### config.mk
export PLATFORM = sky130hd
export DESIGN_NAME = down_timer
export DESIGN_NICKNAME = d
export VERILOG_FILES = /design/src/rtl/down_timer.sv
export SDC_FILE = /design/constraint.sdc
export NUM_CORES = 1
export LEC_CHECK = 0
export BUFFER_PORTS_ARGS = -buffer_cell sky130_fd_sc_hd__buf_2
export CAP_MARGIN = 15
export CELL_PAD_IN_SITES_DETAIL_PLACEMENT = 0
export CELL_PAD_IN_SITES_GLOBAL_PLACEMENT = 2
export CORE_MARGIN = 1.5
export CORE_UTILIZATION = 30
export DETAILED_ROUTE_END_ITERATION = 6
export GPL_ROUTABILITY_DRIVEN = 0
export GPL_TIMING_DRIVEN = 1
export HOLD_SLACK_MARGIN = 0.08
export PLACE_DENSITY_LB_ADDON = 0.1
export REMOVE_ABC_BUFFERS = 1
export SYNTH_ARGS = -nofsm -noshare
export SYNTH_HDL_FRONTEND = slang
export SYNTH_SLANG_ARGS = --single-unit
### constraint.sdc
create_clock -name clk -period 2.1 [get_ports clk]
set_input_delay 0.105 -clock clk [delete_from_list [all_inputs] [get_ports clk]]
set_output_delay 0.105 -clock clk [all_outputs]
set_load 0.02 [all_outputs]
### src/rtl/down_timer.sv
// Loadable N-bit down-counter with start/pause control, a one-shot or periodic
// terminal count, and a single-cycle done pulse on each terminal event.
module down_timer #(
  parameter int N = 4
) (
  input  logic         clk,
  input  logic         reset,
  input  logic         load,
  input  logic [N-1:0] load_val,
  input  logic         start,
  input  logic         pause,
  input  logic         auto_reload,
  output logic [N-1:0] q,
  output logic         busy,
  output logic         done
);

  typedef enum logic [1:0] {
    IDLE,
    RUN,
    PAUSED,
    DONE
  } stateType;

  localparam logic [N-1:0] ZERO = '0;
  localparam logic [N-1:0] ONE  = {{(N-1){1'b0}}, 1'b1};

  stateType     state;
  logic [N-1:0] reloadVal;

  // Priority is reset, then load, then whatever the current state does with
  // start/pause; done defaults low so it can only pulse on a terminal edge.
  always_ff @(posedge clk) begin
    if (reset) begin
      state     <= IDLE;
      q         <= ZERO;
      reloadVal <= ZERO;
      done      <= 1'b0;
    end else if (load) begin
      state     <= IDLE;
      q         <= load_val;
      reloadVal <= load_val;
      done      <= 1'b0;
    end else begin
      done <= 1'b0;
      unique case (state)
        IDLE: begin
          if (start && (q != ZERO)) begin
            state <= RUN;
          end
        end
        DONE: begin
          if (start && (reloadVal != ZERO)) begin
            q     <= reloadVal;
            state <= RUN;
          end
        end
        RUN: begin
          if (pause) begin
            state <= PAUSED;
          end else if (q > ONE) begin
            q <= q - ONE;
          end else if (auto_reload) begin
            q    <= reloadVal;
            done <= 1'b1;
          end else begin
            q     <= ZERO;
            done  <= 1'b1;
            state <= DONE;
          end
        end
        PAUSED: begin
          if (!pause) begin
            state <= RUN;
          end
        end
        default: state <= IDLE;
      endcase
    end
  end

  assign busy = (state == RUN) || (state == PAUSED);

endmodule

==> results of run 1 <==
[cells in the mapped netlist, drive strengths merged]
| library cell | n | area, um2 |
|---|---|---|
| or2 | 1 | 6.26 |
| a22oi | 1 | 7.51 |
| and2 | 1 | 6.26 |
| o32ai | 1 | 8.76 |
| nor2 | 9 | 33.8 |
| or4 | 1 | 11.3 |
| o21ai | 1 | 5.00 |
| nand4b | 1 | 8.76 |
| a31o | 1 | 8.76 |
| a211oi | 1 | 7.51 |
| o41ai | 3 | 26.3 |
| a31oi | 1 | 6.26 |
| o221ai | 1 | 8.76 |
| a221oi | 2 | 17.5 |
| nor3b | 1 | 7.51 |
| dfxtp | 11 | 220 |
| xor2 | 1 | 8.76 |
| nor3 | 2 | 10.0 |
| inv | 11 | 41.3 |
| nand3 | 2 | 10.0 |
| buf | 1 | 5.00 |
| nand2 | 12 | 45.0 |
| a311oi | 2 | 35.0 |
| clkbuf | 1 | 3.75 |
| a21oi | 5 | 25.0 |
| mux2i | 5 | 50.1 |
| or4bb | 1 | 11.3 |
| ha | 7 | 87.6 |
[cell families (layout without fill, tap and decap cells)]
logic type               count (synthesis)  in the layout
flip-flops                              11             11
AND/OR/NAND/NOR                         31             31
multiplexers                             5              5
XOR/XNOR                                 1              1
buffers and inverters                   13             31
adder cells (fa/ha/maj)                  7              7
AO/OA/AOI/OAI                           19             19
[routing by layer]
| layer | global-route usage [%] | vias up |
|---|---|---|
| met1 | 19.2 | 307 |
| met3 | 2.59 | 4 |
| met2 | 21.1 | 18 |
| met4 | 7.89 | 0 |
| met5 | 0 | - |
| li1 | - | 349 |
[critical path, delay by kind of cell, from the launching register on]
family,cells,cell delay (ns)
AOI/OAI and AO/OA,3,0.70
DFF,1,0.41
and+or+nand+nor,1,0.34
adders and majority gates,1,0.24
buffers and inverters,1,0.11
[cell usage in the layout (no fill, tap or decap), drive strengths merged, types with 2 or more instances in the layout]
master / Yosys / routed
a21oi: 5 / 5
a221oi: 2 / 2
a311oi: 2 / 2
buf: 1 / 15
clkbuf: 1 / 4
dfxtp: 11 / 11
ha: 7 / 7
inv: 11 / 11
mux2i: 5 / 5
nand2: 12 / 12
nand3: 2 / 2
nor2: 9 / 9
nor3: 2 / 2
o41ai: 3 / 3
[registers in the layout (all words and copies together) (netlist names)]
register   count
reloadVal      4
state          2
done           1
q              4
[power by group]
| group | internal (mW) | switching [mW] |
|---|---|---|
| Combinational | 0.0552 | 0.0766 |
| Clock | 0.0736 | 0.0756 |
| Sequential | 0.221 | 0.0143 |
| Total | 0.350 | 0.166 |
[final cells by class]
cell class / instances / area [um2]
fillers: 265 / 1390
multi-input cells: 63 / 457
flip-flops and latches: 11 / 220
repair buffers: 16 / 85.1
inverters: 11 / 41.3
well taps: 28 / 35.0
clock buffers: 4 / 26.3
[stage by stage]
step	std cells	total power [mW]	utilization (%)	setup slack, ns	area [um2]
6_report	133	0.516	38.3	0.173	865
3_3_place_gp	128	0.371	36.6	0.275	825
3_5_place_dp	128	0.369	36.6	0.156	825
5_1_grt	133	0.553	38.3	0.0352	865
2_1_floorplan	85	0.325	-	0.201	714
4_1_cts	133	0.523	38.2	0.136	861
[how the worst max path moves through the flow]
stage	cells after the start	to	slack (ns)
floorplan	6	q[0]	0.20
global placement	6	q[1]	0.28
detailed placement	6	q[0]	0.16
CTS	6	q[0]	0.14
global route	6	q[1]	0.04
finish	6	q[0]	0.17
[what timing repair did]
item / in CTS / in global routing
hold buffers: 1 / 0
endpoints found under the setup margin: 0 / 1
resized for setup: 0 / 1
endpoints found under the hold margin: 1 / 0
setup buffers: 0 / 0
==> results.sh, run 1 <==
export IMPL_status="complete, no violations"
export IMPL_synth_xor_area_share_pct=1.21
export IMPL_core_area_um2=2250
export IMPL_power_density_nw_per_um2=597
export IMPL_rr_startpoint="q[0]"
export IMPL_reg2reg_slack_ns=0.17
export IMPL_r2r_end="q[0]"
export IMPL_slew_headroom_pct=68.8
export IMPL_peakVddDrop_mv=0.383
export IMPL_drive_above_1_share_pct=21.9
export IMPL_routed_wl_met3_um=75
export IMPL_die_x_um=52.1
export IMPL_nets=123
export IMPL_synthCells=87
export IMPL_hold_viol_final=0
export IMPL_ys_seq_area_share_pct=30.4
export IMPL_start_util_pct=32.1
export IMPL_htreeDepth=1
export IMPL_cp_required_ns=2.25
export IMPL_crit_path_start="q[0]"
export IMPL_synth_compound_area_share_pct=21.6
export IMPL_area_growth_pct=19.6
export IMPL_antenna_found_initial=0
export IMPL_hold_worst_slack_ns=0.0843
export IMPL_dp_hpwl_um=1320
export IMPL_skew_ns=0.00265
export IMPL_grt_pass1_vias=613
export IMPL_synthAdderAreaFrac_pct=12.1
export IMPL_grt_remaining_overflow=0
export IMPL_portBuffers=15
export IMPL_critical_path_cell_chain="inv_1 -> ha_1 -> or2_2 -> a31o_2 -> a221oi_1 -> o41ai_1"
export IMPL_max_stage_delay_ns=0.41
export IMPL_worstHoldPathType="in -> reg"
export IMPL_cp_start_kind="flip-flop"
export IMPL_cp_arrival_ns=2.07
export IMPL_synth_top_family_by_area="compound AO/OA/AOI/OAI gates"
export IMPL_worstMarginPinSlew_ns=0.465
export IMPL_synthMuxAreaShare_pct=6.92
export IMPL_synthSimpleGateAreaFrac_pct=20.8
export IMPL_leakage_nw=0.381
export IMPL_crit_path_max_fanout=5
export IMPL_route_detailed_drc=0
export IMPL_antenna_cells=0
export IMPL_cts_made_buffers=3
export IMPL_wl_per_cell_um=12.7
export IMPL_std_cell_rows=17
export IMPL_grt_max_degree=11
export IMPL_clock_path_buffers=2
export IMPL_synth_cell_types=29
export IMPL_min_period_ns=1.93
export IMPL_ys_ff_latch=11
export IMPL_end_kind="flip-flop"
export IMPL_wl_met1_um=846
export IMPL_ios=16
export IMPL_grt_pass1_wl_um=2790
export IMPL_clk_pin_slew_worst_paths_ns=0.07
export IMPL_whs_endpoint="reloadVal[1]"
export IMPL_insertion_delay_ns=0.27
export IMPL_die_area_um2=2710
export IMPL_rsz0062_at_grt="false"
export IMPL_cts_sinks=11
export IMPL_vias=678
export IMPL_worstHoldStart="load_val[1]"
export IMPL_ant_nets=0
export IMPL_tns_ns=0
export IMPL_firstDrtPassIters=4
export IMPL_grt_total_usage_pct=14.2
export IMPL_ctsRootBufferMaster="clkbuf_4"
export IMPL_tritoncts="built"
export IMPL_setup_viol=0
export IMPL_yosys_warnings=0
export IMPL_initialDrtViolationCount=16
export IMPL_critPathKind="reg -> reg"
export IMPL_maxSlewViolCount=0
export IMPL_syn_avg_cell_area_um2=8.31
export IMPL_cp_slowest_cell="dfxtp_1"
export IMPL_syn_cell_area_um2=723
export IMPL_whs_path_depth=3
export IMPL_viasPerCell=5.10
export IMPL_die_y_um=52.1
export IMPL_dr_wl_met2_um=733
export IMPL_top_layer_used="met4"
export IMPL_finalWirelength_um=1690
export IMPL_drv_cap=0
export IMPL_fmax_ghz=0.519
export IMPL_timing_final_crit_share_pct=91.8
export IMPL_worst_r2r_path_depth=6
No activity file was read; power rests on OpenSTA's default activity.
==> run 2: changes to the inputs <==
--- a/config.mk
+++ b/config.mk
@@ -15,7 +15,7 @@
 export GPL_ROUTABILITY_DRIVEN = 0
 export GPL_TIMING_DRIVEN = 1
 export HOLD_SLACK_MARGIN = 0.08
-export PLACE_DENSITY_LB_ADDON = 0.1
+export PLACE_DENSITY_LB_ADDON = 0.15
 export REMOVE_ABC_BUFFERS = 1
 export SYNTH_ARGS = -nofsm -noshare
 export SYNTH_HDL_FRONTEND = slang
==> results.sh, run 2 (same netlist as run 1, synthesis figures left out) <==
export IMPL_path_depth=6
export IMPL_setup_viol=0
export IMPL_antenna_cells=0
export IMPL_drv_cap=0
export IMPL_core_area_um2=2250
export IMPL_finalWirelength_um=1740
export IMPL_reg_top3="q (4), reloadVal (4), state (2)"
export IMPL_end_kind="flip-flop"
export IMPL_maxSlewViolCount=0
export IMPL_place_ws_ns=0.232
export IMPL_grt_remaining_overflow=0
export IMPL_hold_viol_final=0
export IMPL_die_x_um=52.1
export IMPL_skew_ns=0.00229
export IMPL_fin_util_pct=37.7
export IMPL_htreeDepth=1
export IMPL_rsz0062_at_grt="false"
export IMPL_layout_common_cells="buf_2, nand2_1, inv_1, dfxtp_1, nor2_1"
export IMPL_die_area_um2=2710
export IMPL_hold_worst_slack_ns=0.0974
export IMPL_grt_total_usage_pct=15.2
export IMPL_rr_startpoint="q[0]"
export IMPL_cts_sinks=11
export IMPL_cp_required_ns=2.24
export IMPL_critical_path_cell_chain="inv_1 -> ha_1 -> or2_2 -> a31o_2 -> a221oi_1 -> o41ai_1"
export IMPL_critical_path_top_delay_family="compound AO/OA/AOI/OAI gates"
export IMPL_place_area_um2=825
export IMPL_cts_made_buffers=3
export IMPL_worstHoldStart="load_val[0]"
export IMPL_worstHoldPathType="in -> reg"
export IMPL_path_buf_inv=1
export IMPL_timing_final_crit_share_pct=89.0
export IMPL_layout_commonest_cell="buf_2"
export IMPL_grt_pass1_vias=631
export IMPL_worst_r2r_path_depth=6
export IMPL_cp_slowest_cell="dfxtp_1"
export IMPL_status="complete, no violations"
export IMPL_fin_cells=132
export IMPL_die_y_um=52.1
export IMPL_placed_cells=128
export IMPL_cts_setup_buffers=0
export IMPL_drive_above_1_share_pct=21.2
export IMPL_r2r_end="q[0]"
export IMPL_cp_arrival_ns=2.01
export IMPL_fmax_ghz=0.535
export IMPL_hold_buffers=0
export IMPL_nets=122
export IMPL_slew_headroom_pct=66.9
export IMPL_final_design_area_no_fill_um2=851
export IMPL_firstDrtPassIters=4
export IMPL_std_cell_rows=17
export IMPL_critPathKind="reg -> reg"
export IMPL_n_fill_cell=259
export IMPL_portBuffers=15
export IMPL_setup_slack_ns=0.232
export IMPL_grt_pass1_wl_um=2990
export IMPL_antenna_found_initial=0
export IMPL_route_detailed_drc=0
export IMPL_viasPerCell=5.18
export IMPL_max_stage_delay_ns=0.39
export IMPL_start_util_pct=32.1
export IMPL_setup_worst_path_end="q[0]"
export IMPL_min_period_ns=1.87
export IMPL_clk_pin_slew_worst_paths_ns=0.07
export IMPL_tritoncts="built"
export IMPL_ctsRootBufferMaster="clkbuf_4"
export IMPL_finalPower_mw=0.510
export IMPL_initialDrtViolationCount=11
export IMPL_cp_start_kind="flip-flop"
export IMPL_reg2reg_slack_ns=0.23
export IMPL_vias=684
export IMPL_power_density_nw_per_um2=599
export IMPL_worstMarginPinSlew_ns=0.494
export IMPL_wl_per_cell_um=13.2
export IMPL_dp_hpwl_um=1350
export IMPL_area_growth_pct=17.6
export IMPL_clock_path_buffers=2
export IMPL_cts_resized=0
export IMPL_grt_max_degree=11
export IMPL_peakVddDrop_mv=0.305
export IMPL_crit_path_start="q[0]"
export IMPL_leakage_nw=0.377
export IMPL_tns_ns=0
export IMPL_ios=16
export IMPL_crit_path_max_fanout=5
export IMPL_ant_nets=0
export IMPL_insertion_delay_ns=0.27
==> run 2: cell types whose count changed in the layout (fill, tap and decap cells not counted), sizes merged <==
cell	delta
dlygate4sd3	-1
==> run 2: layout make-up <==
cell class	count	area, um2	share of cell area (%)
flip-flops and latches	11	220	25.9
well taps	28	35.0	4.12
repair buffers	15	75.1	8.82
multi-input cells	63	453	53.2
clock buffers	4	26.3	3.09
inverters	11	41.3	4.85
==> run 2: worst min-delay path by stage <==
stage                               to  cells past startpoint  slack [ns]
after global placement    reloadVal[0]                      3        0.36
after CTS                 reloadVal[1]                      3         0.1
final                     reloadVal[0]                      3         0.1
after floorplan           reloadVal[3]                      1        0.17
after detailed placement  reloadVal[0]                      3        0.37
after global routing      reloadVal[0]                      3        0.10
==> run 2: per-layer routing <==
| layer | wire, um | GRT usage [%] | vias to the layer above | share of wire (%) |
|---|---|---|---|---|
| li1 | - | - | 344 | - |
| met1 | 900 | 21.9 | 309 | 52 |
| met2 | 700 | 20.9 | 26 | 40 |
| met3 | 104 | 3.74 | 5 | 6.0 |
| met4 | 31 | 7.02 | 0 | 1.8 |
| met5 | 0 | 0 | - | 0 |
==> run 2: report_power, final <==
part	leakage [nW]	internal, mW	switching (mW)	total [mW]
registers	0.0903	0.221	0.0140	0.235
logic	0.271	0.0537	0.0766	0.130
clock network	0.0150	0.0735	0.0709	0.144
total	0.377	0.348	0.161	0.510
==> run 2: worst min-delay path: cells and delay by family <==
| kind | cells | cell delay [ns] |
|---|---|---|
| buffers and inverters | 1 | 0.09 |
| multiplexers | 1 | 0.07 |
| AND/OR/NAND/NOR | 1 | 0.07 |
